===== src/rtl/rx_ltssm_qualifier_if.sv =====
// ---------------------------------------------------------------------------
// rx_ltssm_qualifier_if
//
// Bundles the request, per-lane ordered-set and verdict signals of the
// receive-side LTSSM qualifier. The LTSSM (or a testbench) uses the master
// modport and drives the request and lane inputs. The qualifier uses the
// slave modport and drives the verdict and status outputs.
//
// Signals:
//   substate         master->slave  4         requested substate (0..9)
//   laneMask         master->slave  MAXLANES  lanes that must qualify
//   osValid          master->slave  MAXLANES  ordered set completed this cycle
//   osMatch          master->slave  MAXLANES  completed set is the expected type
//   rxElectricalIdle master->slave  MAXLANES  per-lane electrical idle
//   finish           slave->master  1         one-cycle verdict strobe
//   passed           slave->master  1         verdict, valid with finish
//   exitTo           slave->master  4         next substate, valid with finish
//   busy             slave->master  1         qualifier is counting
//   osCheckEnable    slave->master  MAXLANES  lanes being checked
//   lanesQualified   slave->master  MAXLANES  per-lane threshold reached
// ---------------------------------------------------------------------------
interface rx_ltssm_qualifier_if #(
    parameter int MAXLANES = 16
);
    logic [3:0]          substate;
    logic [MAXLANES-1:0] laneMask;
    logic [MAXLANES-1:0] osValid;
    logic [MAXLANES-1:0] osMatch;
    logic [MAXLANES-1:0] rxElectricalIdle;
    logic                finish;
    logic                passed;
    logic [3:0]          exitTo;
    logic                busy;
    logic [MAXLANES-1:0] osCheckEnable;
    logic [MAXLANES-1:0] lanesQualified;

    modport master (
        output substate, laneMask, osValid, osMatch, rxElectricalIdle,
        input  finish, passed, exitTo, busy, osCheckEnable, lanesQualified
    );

    modport slave (
        input  substate, laneMask, osValid, osMatch, rxElectricalIdle,
        output finish, passed, exitTo, busy, osCheckEnable, lanesQualified
    );
endinterface


===== src/rtl/rx_ltssm_qualifier.sv =====
// ---------------------------------------------------------------------------
// rx_ltssm_qualifier
//
// Receive-side qualifier that runs beside the LTSSM. A new substate request
// starts a count of consecutive matching ordered sets on every masked lane.
// The count is checked against a per-substate threshold while an internal
// timer runs down. A one-cycle finish pulse carries a pass/fail verdict and
// the next substate code. A change of substate while counting abandons the
// count silently.
//
// Ports:
//   clk    in  clock, rising edge
//   reset  in  asynchronous reset, active low
//   bus    slave modport of rx_ltssm_qualifier_if (request, lanes, verdict)
//
// Optional feature macro: RX_LTSSM_EIDLE_EXIT_EN
//   When defined, detectQuiet passes as soon as any lane leaves electrical
//   idle. When undefined, rxElectricalIdle is not used and detectQuiet ends
//   only on timeout.
// ---------------------------------------------------------------------------
module rx_ltssm_qualifier #(
    parameter int MAXLANES = 16,
    parameter int CNT_W    = 4,
    parameter int TMR_W    = 24,
    parameter int T_QUIET  = 12,
    parameter int T_ACTIVE = 4,
    parameter int T_2      = 2,
    parameter int T_24     = 24,
    parameter int T_48     = 48
) (
    input logic                  clk,
    input logic                  reset,
    rx_ltssm_qualifier_if.slave  bus
);

    typedef enum logic [1:0] {
        S_IDLE,
        S_COUNT,
        S_PASS,
        S_FAIL
    } state_t;

    state_t              state_q, state_d;
    logic [3:0]          lastState_q, lastState_d;
    logic [3:0]          curSub_q, curSub_d;
    logic [CNT_W-1:0]    thr_q, thr_d;
    logic [TMR_W-1:0]    timer_q, timer_d;
    logic [CNT_W-1:0]    cnt_q [MAXLANES];
    logic [CNT_W-1:0]    cnt_d [MAXLANES];
    logic                finish_q, finish_d;
    logic                passed_q, passed_d;
    logic [3:0]          exitTo_q, exitTo_d;
    logic                busy_q, busy_d;
    logic [MAXLANES-1:0] osCheckEnable_q, osCheckEnable_d;
    logic [MAXLANES-1:0] lanesQualified_q, lanesQualified_d;
    logic                allQual;

    function automatic logic [TMR_W-1:0] timeoutFor(input logic [3:0] s);
        case (s)
            4'd0:          return TMR_W'(T_QUIET);
            4'd1:          return TMR_W'(T_ACTIVE);
            4'd3:          return TMR_W'(T_48);
            4'd6, 4'd9:    return TMR_W'(T_2);
            default:       return TMR_W'(T_24);
        endcase
    endfunction

    function automatic logic [CNT_W-1:0] thresholdFor(input logic [3:0] s);
        case (s)
            4'd0, 4'd1:       return CNT_W'(0);
            4'd2, 4'd3, 4'd8: return CNT_W'(8);
            default:          return CNT_W'(2);
        endcase
    endfunction

    // An empty mask never qualifies; otherwise every masked lane must have
    // reached the threshold on the registered qualification vector.
    assign allQual = (bus.laneMask != '0) &&
                     ((bus.laneMask & ~lanesQualified_q) == '0);

    // Next-state logic. A substate change while counting has priority over
    // everything, then the timeout, then early exits.
    always_comb begin
        state_d     = state_q;
        lastState_d = lastState_q;
        curSub_d    = curSub_q;
        thr_d       = thr_q;
        timer_d     = timer_q;
        cnt_d       = cnt_q;
        finish_d    = 1'b0;
        passed_d    = 1'b0;
        exitTo_d    = 4'd0;

        case (state_q)
            S_IDLE: begin
                if ((bus.substate != lastState_q) && (bus.substate <= 4'd9)) begin
                    state_d  = S_COUNT;
                    curSub_d = bus.substate;
                    thr_d    = thresholdFor(bus.substate);
                    timer_d  = timeoutFor(bus.substate);
                    for (int i = 0; i < MAXLANES; i++) begin
                        cnt_d[i] = '0;
                    end
                end
            end

            S_COUNT: begin
                if (bus.substate != curSub_q) begin
                    state_d = S_IDLE;
                end else if (timer_q == '0) begin
                    finish_d = 1'b1;
                    if (curSub_q <= 4'd1) begin
                        state_d  = S_PASS;
                        passed_d = 1'b1;
                        exitTo_d = curSub_q + 4'd1;
                    end else begin
                        state_d  = S_FAIL;
                    end
`ifdef RX_LTSSM_EIDLE_EXIT_EN
                end else if ((curSub_q == 4'd0) && (bus.rxElectricalIdle != '1)) begin
                    state_d  = S_PASS;
                    finish_d = 1'b1;
                    passed_d = 1'b1;
                    exitTo_d = 4'd1;
`endif
                end else if ((curSub_q >= 4'd2) && allQual) begin
                    state_d  = S_PASS;
                    finish_d = 1'b1;
                    passed_d = 1'b1;
                    exitTo_d = curSub_q + 4'd1;
                end else begin
                    timer_d = timer_q - TMR_W'(1);
                    // A mismatch breaks the run so only consecutive matches count.
                    for (int i = 0; i < MAXLANES; i++) begin
                        if (bus.laneMask[i] && bus.osValid[i]) begin
                            if (!bus.osMatch[i]) begin
                                cnt_d[i] = '0;
                            end else if (cnt_q[i] < thr_q) begin
                                cnt_d[i] = cnt_q[i] + CNT_W'(1);
                            end
                        end
                    end
                end
            end

            S_PASS, S_FAIL: begin
                lastState_d = curSub_q;
                state_d     = S_IDLE;
            end

            default: begin
                state_d = S_IDLE;
            end
        endcase

        busy_d          = (state_d == S_COUNT);
        osCheckEnable_d = busy_d ? bus.laneMask : '0;
        for (int i = 0; i < MAXLANES; i++) begin
            lanesQualified_d[i] = busy_d && (cnt_d[i] >= thr_d);
        end
    end

    // State and output registers.
    always_ff @(posedge clk or negedge reset) begin
        if (!reset) begin
            state_q          <= S_IDLE;
            lastState_q      <= 4'hF;
            curSub_q         <= 4'd0;
            thr_q            <= '0;
            timer_q          <= '0;
            for (int i = 0; i < MAXLANES; i++) begin
                cnt_q[i] <= '0;
            end
            finish_q         <= 1'b0;
            passed_q         <= 1'b0;
            exitTo_q         <= 4'd0;
            busy_q           <= 1'b0;
            osCheckEnable_q  <= '0;
            lanesQualified_q <= '0;
        end else begin
            state_q          <= state_d;
            lastState_q      <= lastState_d;
            curSub_q         <= curSub_d;
            thr_q            <= thr_d;
            timer_q          <= timer_d;
            cnt_q            <= cnt_d;
            finish_q         <= finish_d;
            passed_q         <= passed_d;
            exitTo_q         <= exitTo_d;
            busy_q           <= busy_d;
            osCheckEnable_q  <= osCheckEnable_d;
            lanesQualified_q <= lanesQualified_d;
        end
    end

    assign bus.finish         = finish_q;
    assign bus.passed         = passed_q;
    assign bus.exitTo         = exitTo_q;
    assign bus.busy           = busy_q;
    assign bus.osCheckEnable  = osCheckEnable_q;
    assign bus.lanesQualified = lanesQualified_q;

endmodule

===== src/flat_wrapper.sv =====
// flat-port wrapper written by rule: the top's interface ports become plain ports
module rx_ltssm_qualifier_flat 
#(
    parameter int MAXLANES = 16,
    parameter int CNT_W    = 4,
    parameter int TMR_W    = 24,
    parameter int T_QUIET  = 12,
    parameter int T_ACTIVE = 4,
    parameter int T_2      = 2,
    parameter int T_24     = 24,
    parameter int T_48     = 48
)
  (clk, reset, bus_substate, bus_laneMask, bus_osValid, bus_osMatch, bus_rxElectricalIdle, bus_finish, bus_passed, bus_exitTo, bus_busy, bus_osCheckEnable, bus_lanesQualified);
  rx_ltssm_qualifier_if #(.MAXLANES(MAXLANES)) bus_i ();
  input logic clk;
  input logic reset;
  input wire logic [$bits(bus_i.substate)-1:0] bus_substate;
  input wire logic [$bits(bus_i.laneMask)-1:0] bus_laneMask;
  input wire logic [$bits(bus_i.osValid)-1:0] bus_osValid;
  input wire logic [$bits(bus_i.osMatch)-1:0] bus_osMatch;
  input wire logic [$bits(bus_i.rxElectricalIdle)-1:0] bus_rxElectricalIdle;
  output wire logic [$bits(bus_i.finish)-1:0] bus_finish;
  output wire logic [$bits(bus_i.passed)-1:0] bus_passed;
  output wire logic [$bits(bus_i.exitTo)-1:0] bus_exitTo;
  output wire logic [$bits(bus_i.busy)-1:0] bus_busy;
  output wire logic [$bits(bus_i.osCheckEnable)-1:0] bus_osCheckEnable;
  output wire logic [$bits(bus_i.lanesQualified)-1:0] bus_lanesQualified;
  assign bus_i.substate = bus_substate;
  assign bus_i.laneMask = bus_laneMask;
  assign bus_i.osValid = bus_osValid;
  assign bus_i.osMatch = bus_osMatch;
  assign bus_i.rxElectricalIdle = bus_rxElectricalIdle;
  assign bus_finish = bus_i.finish;
  assign bus_passed = bus_i.passed;
  assign bus_exitTo = bus_i.exitTo;
  assign bus_busy = bus_i.busy;
  assign bus_osCheckEnable = bus_i.osCheckEnable;
  assign bus_lanesQualified = bus_i.lanesQualified;
  rx_ltssm_qualifier #(.MAXLANES(MAXLANES), .CNT_W(CNT_W), .TMR_W(TMR_W), .T_QUIET(T_QUIET), .T_ACTIVE(T_ACTIVE), .T_2(T_2), .T_24(T_24), .T_48(T_48)) u_core (.clk(clk), .reset(reset), .bus(bus_i));
endmodule

===== config.mk =====
export PLATFORM = sky130hd
export DESIGN_NAME = rx_ltssm_qualifier_flat
export DESIGN_NICKNAME = d
export VERILOG_FILES = /design/src/rtl/rx_ltssm_qualifier_if.sv /design/src/rtl/rx_ltssm_qualifier.sv /design/src/flat_wrapper.sv
export SDC_FILE = /design/constraint.sdc
export NUM_CORES = 1
export LEC_CHECK = 0
export CAP_MARGIN = 20
export CORE_MARGIN = 3
export CORE_UTILIZATION = 58
export CTS_CLUSTER_DIAMETER = 120
export CTS_CLUSTER_SIZE = 8
export DETAILED_ROUTE_END_ITERATION = 10
export GPL_ROUTABILITY_DRIVEN = 0
export PLACE_DENSITY_LB_ADDON = 0.08
export SLEW_MARGIN = 20
export SYNTH_ARGS = -nofsm -noshare
export SYNTH_HDL_FRONTEND = slang
export SYNTH_SLANG_ARGS = --single-unit

===== constraint.sdc =====
create_clock -name clk -period 4.5 [get_ports clk]
set_input_delay 1.125 -clock clk [delete_from_list [all_inputs] [get_ports clk]]
set_output_delay 1.125 -clock clk [all_outputs]
set_load 0.02 [all_outputs]

==> results <==
where the power goes:
group	leakage (uW)	internal (uW)	switching [uW]
clock	0.000299	930	565
sequential	0.00191	1460	174
combinational	0.00359	986	1470
total	0.00580	3380	2210
stage by stage:
step / hold WS [ps] / worst slack (ps) / instance area [um^2] / cells
floorplan: 447 / 362 / 9830 / 1044
global placement: 460 / -14.4 / 11500 / 1391
detailed placement: 482 / -43.0 / 11500 / 1391
CTS: 490 / 400 / 12100 / 1423
global route: 509 / 103 / 12100 / 1423
finish: 491 / 359 / 12100 / 1423
final cells by class:
| cell class | instances | area (um^2) |
|---|---|---|
| Clock buffer | 22 | 484 |
| Clock inverter | 10 | 136 |
| Fill cell | 1193 | 4150 |
| Inverter | 29 | 109 |
| Multi-Input combinational cell | 836 | 6010 |
| Sequential cell | 141 | 3530 |
| Tap cell | 216 | 270 |
| Timing Repair Buffer | 169 | 1540 |
logic make-up (layout without fill, tap and decap cells):
| logic type | Yosys count | after routing | share of synthesized area |
|---|---|---|---|
| DFF | 141 | 141 | 0.360 |
| muxes | 44 | 44 | 0.0469 |
| AOI/OAI and AO/OA | 289 | 289 | 0.196 |
| buffers and inverters | 67 | 230 | 0.0304 |
| xor gates and xnor gates | 13 | 13 | 0.0116 |
| and+or+nand+nor | 357 | 357 | 0.186 |
| adders and majority gates | 133 | 133 | 0.169 |
worst max path at each step:
stage                     startpoint  slack (ps)                       endpoint
finish              bus_laneMask[10]         360   u_core.bus.lanesQualified[5]
global route        bus_laneMask[15]         100   u_core.bus.lanesQualified[8]
CTS                 bus_laneMask[15]         400   u_core.bus.lanesQualified[8]
detailed placement  bus_laneMask[15]         -40   u_core.bus.lanesQualified[8]
global placement    bus_laneMask[15]         -10   u_core.bus.lanesQualified[8]
floorplan            bus_substate[2]         360  u_core.bus.lanesQualified[11]
placed cells by master, fill, tap and decap left out, types with 28 or more instances in the layout:
master,instances
inv_1,29
a21oi_1,83
a21o_1,46
dfrtp_1,137
mux2i_1,28
clkdlybuf4s50_1,91
buf_4,74
ha_1,133
o21ai_0,49
nor2_1,70
nand2b_1,48
nand2_1,90
state kept, by name, summed over array words and instances, names as in the netlist, 2 cells and up:
name	cells
u_core.thr_q	4
u_core.bus.lanesQualified	16
u_core.timer_q	24
u_core.bus.exitTo	4
u_core.state_q	2
u_core.cnt_q	64
u_core.lastState_q	4
u_core.curSub_q	4
u_core.bus.osCheckEnable	16
cells in the mapped netlist (6+ instances only):
| master | instances | share of area |
|---|---|---|
| mux2_2 | 16 | 0.018 |
| nor3_1 | 25 | 0.013 |
| or3_1 | 7 | 0.0045 |
| mux2i_1 | 28 | 0.029 |
| a22oi_1 | 6 | 0.0046 |
| inv_1 | 29 | 0.011 |
| nor4_1 | 10 | 0.0064 |
| clkbuf_1 | 22 | 0.0084 |
| o311ai_0 | 9 | 0.0080 |
| o41ai_1 | 7 | 0.0062 |
| nor2b_1 | 22 | 0.014 |
| nand4_1 | 24 | 0.015 |
| dfrtp_1 | 137 | 0.35 |
| a21oi_1 | 83 | 0.042 |
| o21ai_0 | 49 | 0.025 |
| and2_1 | 8 | 0.0051 |
| o211ai_1 | 6 | 0.0046 |
| nand3_1 | 20 | 0.010 |
| a21o_1 | 46 | 0.035 |
| a31oi_1 | 6 | 0.0038 |
| nand2b_1 | 48 | 0.031 |
| ha_1 | 133 | 0.17 |
| xor2_1 | 12 | 0.011 |
| and3_1 | 6 | 0.0038 |
| nand2_1 | 90 | 0.034 |
| nor2_1 | 71 | 0.027 |
| buf_2 | 8 | 0.0041 |
| or4_1 | 10 | 0.0076 |
| o31ai_1 | 7 | 0.0053 |
| o21ai_1 | 9 | 0.0046 |
| a22o_1 | 12 | 0.011 |
worst max-delay path, cell delays in order:
cell and delay, ps:
clkdlybuf4s50_1 420, nand2b_1 240, o2111ai_1 220, nor4_1 240, buf_4 170, and4_1 350
nor3_1 100, buf_4 200, a21oi_1 240, mux2i_1 130, ha_1 300, nand2b_1 150
a21o_1 180, a21o_1 160, a21oi_1 140, nor2_1 60
metal layers:
layer | part of all wire | track usage | routed length [um] | vias to the layer above
met5 | 0 | 0 | 0 | -
met4 | 0.031 | 0.118 | 886 | 0
met3 | 0.077 | 0.0659 | 2180 | 65
met2 | 0.47 | 0.502 | 13200 | 363
met1 | 0.42 | 0.411 | 12000 | 4282
li1 | - | - | - | 4189
==> results.md <==
* Status: complete, no violations
* RSZ-0062 raised after global routing: no
* Max Clock Skew at 7.61 ps
* DRT Pass-1 Iters at 5
* Max-cap viol count at 0
* Final Hold Fails at 0
* Die ar. at 18500 um^2
* Die Y at 136 um
* Drt total wl at 28300 um
* Clk sink count at 141
* Synthesized net count at 1247
* Crit path DAT at 4440 ps
* Initial drt markers at 691
* Vias in the first global route at 8783
* Pwr dens at 462 nW/um^2
* Setup TNS at 0 ps
* Hold WC Path Type: register to register
* Hold Path Depth at 1
* Worst Setup End Kind: register
* FF-to-FF End: u_core.bus.lanesQualified[3]
* Congestion Overflow GR at 0
* Row count at 46
* Slew @ Worst Pin at 864 ps
* Share of layout cells above drive strength 1 at 0.121
* Vias at 8899
* Post-synthesis register bit count at 141
* NumNets Final at 1397
* Global Route Usage Sum at 0.311
* TritonCTS Buffers at 17
* Clock Tree Root: clkbuf_16
* Final Slew Violations at 0
* Die span in x at 136 um
* Largest net degree at the start of global routing at 86
* Max_slew headroom at 0.424
* Worst skew pair latency at 430 ps
* Num ports at 109
* Hold endpoint: u_core.timer_q[14]
* Clk slew on worst S/H paths at 60 ps
* Critical path peak fanout at 9
* Required @ worst endpoint at 4790 ps
* Sequential element share of the synthesized area at 0.360
* Antenna violations before repair at 0
* CTS Buffer Depth at 2
* Drt drc at 0
* R2R depth at 13
* HP Start: u_core.timer_q[14]
* Vias per cell at 6.25
* HPWL after DPL at 19900 um
* Core area at 16200 um^2
* Area Growth Syn to Fin at 22.9%
* Fmax at 241 MHz
* Post-synth ARST share at 1.00
* Tot Pwr at 5580 uW
* Initial core utilization at 0.605
* Setup CP Type: input pin to register
* Hold-fix buffers, CTS at 0
* Startpoint types: input pin
* Resize count post-CTS at 0
* Final setup viols at 0
* Avg Cell Area, Syn at 9.41 um^2
* First-pass GRT wire length at 45000 um
* Mapped Cells at 1044
* Final Critical Period at 4140 ps
* Syn Std Cell Area at 9830 um^2
* Utilization after layout at 0.744
* TritonCTS clock tree: done
* Diode count at 0
* RR Startpoint: u_core.timer_q[8]
* Lkg Pwr at 0.00580 uW
* Port Buf Inserts at 92
* Post-route ant nets at 0
* Synth Flop Type: dfrtp_1
* Peak supply drop at 0.319 mV
* Syn. warnings at 0
* Drt wl/cell at 19.9 um
* Tcrit/Tclk final at 0.920
* R2r setup slk at 380 ps
* Postcts setup bufs at 0
* H-tree depth at 4
* Synth cell types at 67
* Post-synth EDFFs at 0
No activity file was read; power rests on OpenSTA's default activity.
==> patch 1 (config.mk and constraints unchanged) <==
Encoding of `state_t`: now Gray code (2 bits for 4 states).
--- a/src/rtl/rx_ltssm_qualifier.sv
+++ b/src/rtl/rx_ltssm_qualifier.sv
@@ -35,8 +35,8 @@
 
     typedef enum logic [1:0] {
-        S_IDLE,
-        S_COUNT,
-        S_PASS,
-        S_FAIL
+        S_IDLE  = 2'b00,
+        S_COUNT = 2'b01,
+        S_PASS  = 2'b11,
+        S_FAIL  = 2'b10
     } state_t;
 
Formal check against the unedited RTL: same outputs for any inputs over 4 cycles, from zero or initial values and one cycle with reset low; so few cycles prove little.
==> patch 1 against the unedited design <==
Cell area rose by 5.2%; synthesized area up 1.7%; total power grew 1.7%; worst setup slack worse by 0.18 ns; sequential cell count did not move; fmax fell by 4.2%; critical endpoint is now u_core.bus.lanesQualified[3]; routed wire length up 7.3%.
==> patch 1: results (changes against the unedited design) <==
[status]
status=completed

[placement]
hpwl_um=22300  ; +12%
numPortBuffers=92  ; unchanged
dpl_cell_area_sq_um=12100  ; +5.5%

[clocking]
numCtsBuffers=17  ; unchanged
cts_root_buf=clkbuf_16

[synthesis]
synth_compound_area_share_pct=21.9  ; +2.3 points
synth_commonest_cells=dfrtp_1 (137), ha_1 (133), nand2_1 (89)
synth_nets=1293  ; +3.7%
muxShareOfSynthArea_pct=2.22  ; -2.5 points
async_flop_share_pct=100  ; unchanged
synth-xor-area-share_pct=0.876  ; -0.28 points
synth.distinct_cells=72  ; +7.5%
yosys.area_share.adder_pct=16.6  ; -0.29 points
ys_seq_area_share_pct=35.4  ; -0.61 points
synthTopCellsByArea=dfrtp_1 (34%), ha_1 (17%), a21o_1 (3.8%)

[grt]
grt_start_max_net_pins=85  ; -1.2%
use_met1_pct=45.9  ; +4.8 points
grt_pass1_vias=9104  ; +3.7%
grt_first_pass_wirelength_um=48100  ; +6.9%
met3_usage_pct=5.08  ; -1.5 points
use_met2_pct=52.7  ; +2.5 points
grtUsageTotal_pct=33.1  ; +2.0 points

[route]
vias_per_cell=6.33  ; +1.3%
drt_iter0_drc=856  ; +24%
avgRoutedWirePerCell_um=19.9  ; +0.42%
drtPass1Iterations=8  ; +3

[cells_and_area]
fillCellCount=1238  ; +3.8%
drive_gt1_share_pct=15.4  ; +3.4 points
nets=1491  ; +6.7%
top_regs=u_core.cnt_q: 64 flops, u_core.timer_q: 24 flops

[power]
leakagePower_nw=6.06  ; +4.6%
irDropWorstVdd_v=0.000374  ; +17%

[worst_setup_path]
worst-path-max-fanout=13  ; +4
critPathArrivalTime_ns=4.63  ; +0.19 ns

[sta]
tightest_slew_ns=0.954  ; +0.0906 ns

-- patch 1: cell types whose count changed after synthesis, moves of 8 or more --
| cell | unedited run | this run |
|---|---|---|
| o21ai_1 | 9 | 18 |
| inv_1 | 29 | 42 |
| nor2b_1 | 22 | 14 |
| a21oi_1 | 83 | 71 |
| mux2i_1 | 28 | 12 |
| a31oi_1 | 6 | 18 |
| and2_1 | 8 | 17 |
| nand4_1 | 24 | 14 |
| o31ai_1 | 7 | 16 |
-- patch 1: report_power, final --
| group | internal (W) | switching (W) |
|---|---|---|
| registers | 0.00147 | 0.000201 |
| logic | 0.00113 | 0.00145 |
| clock network | 0.000846 | 0.000580 |
| total | 0.00345 | 0.00224 |
-- patch 1: timing repair --
| action | 4_1_cts | 5_1_grt |
|---|---|---|
| gates resized for setup | 0 | 5 |
| setup endpoints to repair | 0 | 10 |
| buffers inserted | 0 | 1 |
| hold buffers | 0 | 0 |
-- patch 1: final cells by class --
type	instances	area, sq um	share of cell area [%]
clock inverter	13	141	1.11
inverter	43	161	1.27
sequential	141	3530	27.8
timing repair buffer	222	2010	15.8
tap	220	275	2.17
multi-input combinational	863	6140	48.3
clock buffer	19	453	3.56
-- patch 1: stage by stage --
| step | cells | setup WS [ns] | hold slack (ns) | util, % | total power, W |
|---|---|---|---|---|---|
| after floorplan | 1090 | 0.186 | 0.440 | - | 0.00311 |
| after global placement | 1488 | -0.300 | 0.469 | 72.4 | 0.00413 |
| after detailed placement | 1488 | -0.327 | 0.483 | 72.4 | 0.00420 |
| after global routing | 1521 | -0.0106 | 0.518 | 76.1 | 0.00598 |
| final | 1521 | 0.177 | 0.494 | 76.1 | 0.00568 |
| after CTS | 1520 | 0.0919 | 0.491 | 76.0 | 0.00564 |
-- patch 1: final timing paths --
kind	depth (start not counted)	to	slack [ns]	startpoint
setup / recovery	13	u_core.bus.lanesQualified[3]	0.18	bus_substate[1]
hold / removal	1	u_core.timer_q[8]	0.49	u_core.timer_q[8]
setup reg to reg	14	u_core.bus.lanesQualified[3]	0.40	u_core.timer_q[16]
hold reg to reg	1	u_core.timer_q[8]	0.49	u_core.timer_q[8]
max in group asynchronous	2	u_core.lastState_q[1]	2.92	reset
min in group asynchronous	1	u_core.cnt_q[50]	0.74	reset
-- patch 1: critical path, cell delays in order --
cell and delay [ns]:
clkdlybuf4s50_1 0.66, xor2_1 0.17, a2111oi_0 0.08, o2bb2a_1 0.36, nor4_4 0.59, nor2_1 0.34, buf_12 0.25, ha_1 0.28
nand2b_1 0.14, a21o_1 0.17, a21o_1 0.17, a21oi_1 0.21, nor2_1 0.06
-- patch 1: layer usage --
metal	vias up	routed length, um	part of all wire, %
met5	-	0	0
met4	0	985	3.2
met3	79	2660	8.8
met2	466	13800	46
met1	4623	12900	42
li1	4463	-	-
==> patch 2 (same settings) <==
Made on the original files. Build with the macro `RX_LTSSM_EIDLE_EXIT_EN` defined.
--- a/src/rtl/rx_ltssm_qualifier.sv
+++ b/src/rtl/rx_ltssm_qualifier.sv
@@ -19,4 +19,6 @@
 //   only on timeout.
 // ---------------------------------------------------------------------------
+`define RX_LTSSM_EIDLE_EXIT_EN
+
 module rx_ltssm_qualifier #(
     parameter int MAXLANES = 16,
Check against the original RTL: not equivalent (Yosys sat finds a counterexample within 4 cycles, from zero or initial values and one cycle with reset low).
==> patch 2 against the unedited design <==
Worst setup slack lost 0.14 ns; core utilization rose by 1.6 points; total power is 11% higher; routed wire length increased by 8.4%; largest cell class unchanged; cell area up 5.2%; synthesized area increased by 1.4%; critical path depth down 1; sequential cell count unchanged.
==> patch 2: results (changes against the unedited design) <==
[synthesis]
synth_commonest_cells=dfrtp_1 (137), ha_1 (133), nor2_1 (83)
synth_nets=1282  ; +2.8%
synth_ff_type=dfrtp_1
yosys_warnings=0  ; unchanged
synth.distinct_cells=68  ; +1.5%
synthTopCellsByArea=dfrtp_1 (34%), ha_1 (17%), a21o_1 (4.8%)
async_flop_share_pct=100  ; unchanged
ys_seq_area_share_pct=35.5  ; -0.49 points

[sta]
worst_hold_slack_ns=0.509  ; +0.0186 ns
clock_skew_ns=0.00713  ; -0.000473 ns
tightest_slew_ns=0.875  ; +0.0115 ns

[clocking]
post_cts_buffers=0  ; unchanged
worstSkewPairLatency_ns=0.43  ; about the same
clock_path_buffers=2  ; unchanged
cts_root_buf=clkbuf_16
h-tree-depth=4  ; unchanged
cts_sinks=141  ; unchanged
numCtsBuffers=17  ; unchanged
clk_pin_slew_worst_paths_ns=0.06  ; about the same

[grt]
grt_overflow=0  ; unchanged
grt_start_max_net_pins=91  ; +5.8%
antenna_found_initial=0  ; unchanged
grt_first_pass_wirelength_um=48200  ; +7.1%
grtUsageTotal_pct=33.0  ; +1.9 points
grt_pass1_vias=9366  ; +6.6%

[route]
drt_iter0_drc=743  ; +7.5%
drc_errors=0  ; unchanged
routed_wl_um=30600  ; +8.4%
drtPass1Iterations=5  ; unchanged
vias_per_cell=6.52  ; +4.2%

[power]
leakagePower_nw=6.03  ; +4.0%
maxPowerGroup=combinational logic
p_clk_share_pct=24.4  ; -2.4 points
irDropWorstVdd_v=0.000338  ; +6.0%
seqPwrFrac_pct=27.8  ; -1.5 points
switching_share_pct=40.5  ; +1.0 points

[placement]
hpwl_um=21700  ; +9.2%
numPortBuffers=108  ; +17%
dpl_cell_area_sq_um=12100  ; +5.3%
dp_slack_ns=-0.243  ; -0.200 ns

[cells_and_area]
top_regs=u_core.cnt_q: 64 flops, u_core.timer_q: 24 flops
drive_gt1_share_pct=12.4  ; +0.27 points
nets=1468  ; +5.1%
fillCellCount=1220  ; +2.3%
n_antenna_cell=0  ; unchanged
multi_input_area_sq_um=6140  ; +2.2%

[worst_setup_path]
r2r-end=u_core.bus.lanesQualified[0]
crit_path_top_delay_cell=clkdlybuf4s50_1
crit_family=compound AO/OA/AOI/OAI gates
critPathArrivalTime_ns=4.60  ; +0.16 ns
max_stage_delay_ns=0.49  ; +0.07 ns
worst-path-max-fanout=16  ; +7
r2r_start=u_core.timer_q[11]
r2r_cells=15  ; +2
rrSetupSlack_ns=0.68  ; +0.30 ns

[worst_hold_path]
hold_path_class=reg2reg
whs_path_depth=1  ; unchanged
hp-start=u_core.timer_q[0]
worstHoldEndpoint=u_core.timer_q[0]

[status]
status=completed

-- patch 2: cells by family after synthesis --
family	Yosys count	share of synthesized area (%)
AO/OA/AOI/OAI	350	24.7
AND/OR/NAND/NOR	355	18.2
adder cells (fa/ha/maj)	133	16.7
XOR/XNOR	10	0.879
buffers and inverters	83	3.28
flip-flops	141	35.5
multiplexers	7	0.754
-- patch 2: how the worst max path moves through the flow --
| stage | from | endpoint | slack, ns | depth (start not counted) |
|---|---|---|---|---|
| 2_1_floorplan | bus_substate[0] | u_core.bus.lanesQualified[6] | 0.004 | 14 |
| 3_3_place_gp | bus_laneMask[2] | u_core.bus.lanesQualified[7] | -0.18 | 17 |
| 3_5_place_dp | bus_laneMask[2] | u_core.bus.lanesQualified[13] | -0.24 | 16 |
| 4_1_cts | bus_laneMask[2] | u_core.bus.lanesQualified[11] | 0.16 | 16 |
| 5_1_grt | bus_laneMask[2] | u_core.bus.lanesQualified[3] | 0.02 | 15 |
| 6_report | bus_laneMask[2] | u_core.bus.lanesQualified[8] | 0.22 | 15 |
-- patch 2: what timing repair did --
action | CTS | global route
hold buffers | 0 | 0
endpoints found under the setup margin | 0 | 4
gates resized for setup | 0 | 1
-- patch 2: layout make-up --
cell class	count	area share [%]
clock buffer	22	3.65
multi-input combinational	855	48.4
tap	220	2.17
clock inverter	10	1.28
sequential	141	27.8
timing repair buffer	214	15.7
inverter	36	1.06
-- patch 2: per-layer routing --
metal	routed length [um]	up-vias	track usage [%]
li1	-	4503	-
met2	14800	452	53.8
met5	0	-	0
met3	2100	117	5.15
met4	1640	0	19.3
met1	12100	4694	41.4
-- patch 2: stage by stage --
stage,power [W],instances
floorplan,0.00338,1079
global placement,0.00457,1466
detailed placement,0.00464,1466
CTS,0.00617,1498
global route,0.00654,1498
finish,0.00621,1498
